File: src/rtl/gate_controller.sv
// Parking gate controller: admits one car per open cycle, refuses cars when the lot is full,
// and closes the barrier again if nobody drives through within OPEN_TIMEOUT cycles.
module gate_controller #(
  parameter logic [23:0] OPEN_TIMEOUT = 24'd5000000,
  parameter int          STATE_W      = 3
) (
  input  logic               clk,
  input  logic               reset,
  input  logic               car_present,
  input  logic               pass_sensor,
  input  logic               space_avail,
  output logic               barrier_open,
  output logic               entry_pulse,
  output logic               denied,
  output logic               timeout,
  output logic [STATE_W-1:0] state_o
);

  typedef enum logic [2:0] {
    S_IDLE     = 3'd0,
    S_OPEN     = 3'd1,
    S_PASSING  = 3'd2,
    S_CLEARING = 3'd3,
    S_DENIED   = 3'd4
  } state_t;

  state_t      r_state;
  logic [23:0] r_wait_cnt;

  state_t      w_next;
  logic        w_entry;
  logic        w_timeout;

  always_comb begin
    w_next    = S_IDLE;
    w_entry   = 1'b0;
    w_timeout = 1'b0;
    case (r_state)
      S_IDLE: begin
        if (car_present && space_avail) w_next = S_OPEN;
        else if (car_present)           w_next = S_DENIED;
        else                            w_next = S_IDLE;
      end
      S_OPEN: begin
        // A car breaking the beam wins over an expiring wait in the same cycle.
        if (pass_sensor) begin
          w_next = S_PASSING;
        end else if (r_wait_cnt == OPEN_TIMEOUT - 24'd1) begin
          w_next    = S_CLEARING;
          w_timeout = 1'b1;
        end else begin
          w_next = S_OPEN;
        end
      end
      S_PASSING: begin
        if (!pass_sensor) begin
          w_next  = S_CLEARING;
          w_entry = 1'b1;
        end else begin
          w_next = S_PASSING;
        end
      end
      S_CLEARING: w_next = car_present ? S_CLEARING : S_IDLE;
      S_DENIED: begin
        if (!car_present)     w_next = S_IDLE;
        else if (space_avail) w_next = S_OPEN;
        else                  w_next = S_DENIED;
      end
      default: w_next = S_IDLE;
    endcase
  end

  // Outputs are decoded from the state being entered so they line up with state_o.
  always_ff @(posedge clk or posedge reset) begin
    if (reset) begin
      r_state      <= S_IDLE;
      r_wait_cnt   <= 24'd0;
      barrier_open <= 1'b0;
      entry_pulse  <= 1'b0;
      denied       <= 1'b0;
      timeout      <= 1'b0;
    end else begin
      r_state      <= w_next;
      barrier_open <= (w_next == S_OPEN) || (w_next == S_PASSING);
      denied       <= (w_next == S_DENIED);
      entry_pulse  <= w_entry;
      timeout      <= w_timeout;
      if (r_state != S_OPEN)         r_wait_cnt <= 24'd0;
      else if (r_wait_cnt != '1)     r_wait_cnt <= r_wait_cnt + 24'd1;
    end
  end

  assign state_o = STATE_W'(r_state);

endmodule

File: config.mk
export PLATFORM = sky130hd
export DESIGN_NAME = gate_controller
export DESIGN_NICKNAME = d
export VERILOG_FILES = /design/src/rtl/gate_controller.sv
export SDC_FILE = /design/constraint.sdc
export NUM_CORES = 1
export LEC_CHECK = 0
export BUFFER_PORTS_ARGS = -buffer_cell sky130_fd_sc_hd__buf_4
export CAP_MARGIN = 0
export CORE_MARGIN = 5
export CORE_UTILIZATION = 50
export DETAILED_ROUTE_END_ITERATION = 12
export HOLD_SLACK_MARGIN = 0.08
export PLACE_DENSITY = 0.74
export REMOVE_ABC_BUFFERS = 1
export SYNTH_ARGS = -nofsm -noshare
export SYNTH_HDL_FRONTEND = slang
export SYNTH_SLANG_ARGS = --single-unit
File: constraint.sdc
create_clock -name clk -period 4.75 [get_ports clk]
set_input_delay 0.2375 -clock clk [delete_from_list [all_inputs] [get_ports clk]]
set_output_delay 0.2375 -clock clk [all_outputs]
set_load 0.005 [all_outputs]
==> reports/metrics.yaml <==
sta:
  rsz0062_at_grt: "false"
  finalMaxSlewViolations: 0
  fin_worst_skew_ns: 0.00656
  slew_headroom_pct: 24.1
  setup_tns_ns: 0
  finalSetupViolCount: 0
  tightest_slew_ns: 1.14
  fin_crit_ns: 2.53
  finalHoldViolations: 0
  max_freq_mhz: 395
  finalCritPeriodShare_pct: 53.2
critical_path:
  cp_max_fo: 11
  crit_start: "r_wait_cnt[0]"
  crit_path_end_kind: "flip-flop"
  r2r_start: "r_wait_cnt[0]"
  critPathKind: "flip-flop to flip-flop"
  r2r_end: "r_wait_cnt[5]"
  cp.arrival_ns: 2.75
  cp-start-kind: "flip-flop"
  cp-endpoint: "r_wait_cnt[5]"
  rrSetupSlack_ns: 2.22
  required_ns: 4.97
  reg2regPathDepth: 6
place:
  post-dp-hpwl_microns: 2400
  numPortBuffers: 11
  place_inst: 218
  place.gp.congestion: 0.813
clock_network:
  numCtsBuffers: 5
  cts_root_buf: "clkbuf_4"
  cts_tree: "done"
  cts.sinks: 31
  htreeDepth: 2
  clock_latency_ns: 0.33
  clk_pin_slew_ns: 0.09
  clock_path_buffers: 2
hold_path:
  holdCritPathClass: "input pin to async pin"
synth:
  synth_largest_area_cell: "dfrtp_1"
  netlist_area_sq_um: 1640
  seq_area_frac_synth_pct: 47.4
  avgSynthCellArea_sq_um: 9.63
  synthArstFlopShare_pct: 100
  yosys_warnings: 0
  synth_top_area_share_pct: 47.4
  synth-edff-count: 0
  ys_ff_latch: 31
  synth_ff_type: "dfrtp_1"
  synth_cell_types: 44
  synthTopCellsByArea: "dfrtp_1 47%, xor2_1 3.7%, a21oi_1 3.4%"
  syn_inst: 170
route:
  drc: 0
  drt_iter0_markers: 97
  routed_wirelength_microns: 3420
  num_vias: 1359
  drtPass1Iterations: 4
  routed_via_density: 5.96
  wl_per_cell_microns: 15.0
  antenna_left: 0
layout:
  fin_util_pct: 58.5
  areaGrowthSynthToFinish_pct: 11.0
  nets: 189
  final_cells: 228
  final_layout_size_suffix_gt1_share_pct: 15.8
  n_antenna_cell: 0
  final_cell_mix: "31 x dfrtp_1, 14 x nor2_1, 11 x a21oi_1, 11 x buf_4"
  final_common_cell: "dfrtp_1"
global_routing:
  grt_pass1_vias: 1295
  grt-ovfl-total: 0
  antenna_found_initial: 0
  grt_first_pass_wirelength_microns: 5930
  grt_use_total_pct: 17.6
  grt_start_max_net_pins: 32
run:
  maxCapViolCount: 0
floorplan:
  dieWidth_microns: 67.2
  initial_core_util_pct: 52.7
  num_rows: 20
  io-pin-count: 12
  fp.coreArea_sq_um: 3100
  die-height_microns: 67.2
  die_area_sq_um: 4520
pwr:
  power_density_nw_per_um2: 335
  peakVddDrop_mv: 0.142
  leakagePower_nw: 0.751
  finalPower_w: 0.000609
outcome:
  status: "complete, no violations"
[kinds of logic (layout without fill, tap and decap cells)]
group | count (synthesis) | count (layout) | synth area share [%]
XOR/XNOR | 11 | 11 | 5.89
AO/OA/AOI/OAI | 38 | 38 | 14.7
buffers and inverters | 14 | 28 | 4.43
adder cells (fa/ha/maj) | 1 | 1 | 0.764
flip-flops | 31 | 31 | 47.4
AND/OR/NAND/NOR | 75 | 75 | 26.8
[cell type report]
class | count | area, sq um
Sequential cell | 31 | 776
Multi-Input combinational cell | 125 | 788
Tap cell | 44 | 55.1
Fill cell | 291 | 1290
Timing Repair Buffer | 13 | 103
Inverter | 7 | 26.3
Clock buffer | 8 | 68.8
[Yosys cell counts, types with 2 or more instances]
| master | count |
|---|---|
| o31ai_1 | 3 |
| and3_1 | 3 |
| nor3_1 | 4 |
| nand4_1 | 7 |
| inv_1 | 7 |
| nor4_1 | 3 |
| a31oi_1 | 4 |
| dfrtp_1 | 31 |
| nor2_1 | 14 |
| and4_4 | 2 |
| nor4b_1 | 2 |
| and4_1 | 2 |
| xnor2_1 | 4 |
| and3_2 | 2 |
| o21ai_0 | 9 |
| buf_6 | 2 |
| xor2_1 | 7 |
| and2_1 | 2 |
| a21oi_1 | 11 |
| nand3_1 | 8 |
| or3_1 | 5 |
| or4_1 | 2 |
| o211ai_1 | 4 |
| clkbuf_1 | 3 |
| o311ai_0 | 2 |
| nand2_1 | 9 |
[stage by stage]
step,setup slack [ns],hold WS [ns],instance area [sq um]
after floorplan,2.70,0.303,1590
after global placement,2.44,0.412,1730
after detailed placement,2.26,0.413,1730
after CTS,2.24,0.208,1820
after global routing,2.00,0.207,1820
final,2.22,0.197,1820
[where the power goes]
part / leakage (nW) / internal, W / switching [W]
Clock: 0.0386 / 0.0000870 / 0.0000884
Sequential: 0.427 / 0.000286 / 0.0000294
Combinational: 0.286 / 0.0000503 / 0.0000679
Total: 0.751 / 0.000423 / 0.000186
[routing by layer]
metal | up-vias | global-route usage, % | routed length (microns)
met3 | 5 | 3.99 | 175
met5 | - | 0 | 0
li1 | 653 | - | -
met1 | 672 | 22.8 | 1600
met2 | 29 | 27.9 | 1600
met4 | 0 | 8.35 | 48
[critical path, stage by stage, from the launching register on]
cell and delay (ns):
dfrtp_1 0.42, ha_1 0.21, nand3_1 0.23, nor3_1 0.90, and3_4 0.43, o311ai_0 0.12
o41ai_1 0.12
[state kept, by name, summed over array words and instances, names as in the netlist]
signal        cells
r_wait_cnt       24
state_o           3
barrier_open      1
denied            1
entry_pulse       1
timeout           1
[worst min path at each step]
| stage | startpoint | end | slack [ns] |
|---|---|---|---|
| CTS | car_present | state_o[2] | 0.21 |
| detailed placement | space_avail | state_o[2] | 0.41 |
| finish | reset | r_wait_cnt[5] | 0.20 |
| global placement | space_avail | denied | 0.41 |
| floorplan | pass_sensor | timeout | 0.30 |
| global route | car_present | state_o[2] | 0.21 |
[timing repair]
item | CTS | global route
hold buffers | 2 | 0
setup buffers | 0 | 0
endpoints found under the hold margin | 3 | 0
gates resized for setup | 0 | 0
No activity file was read; power rests on OpenSTA's default activity.
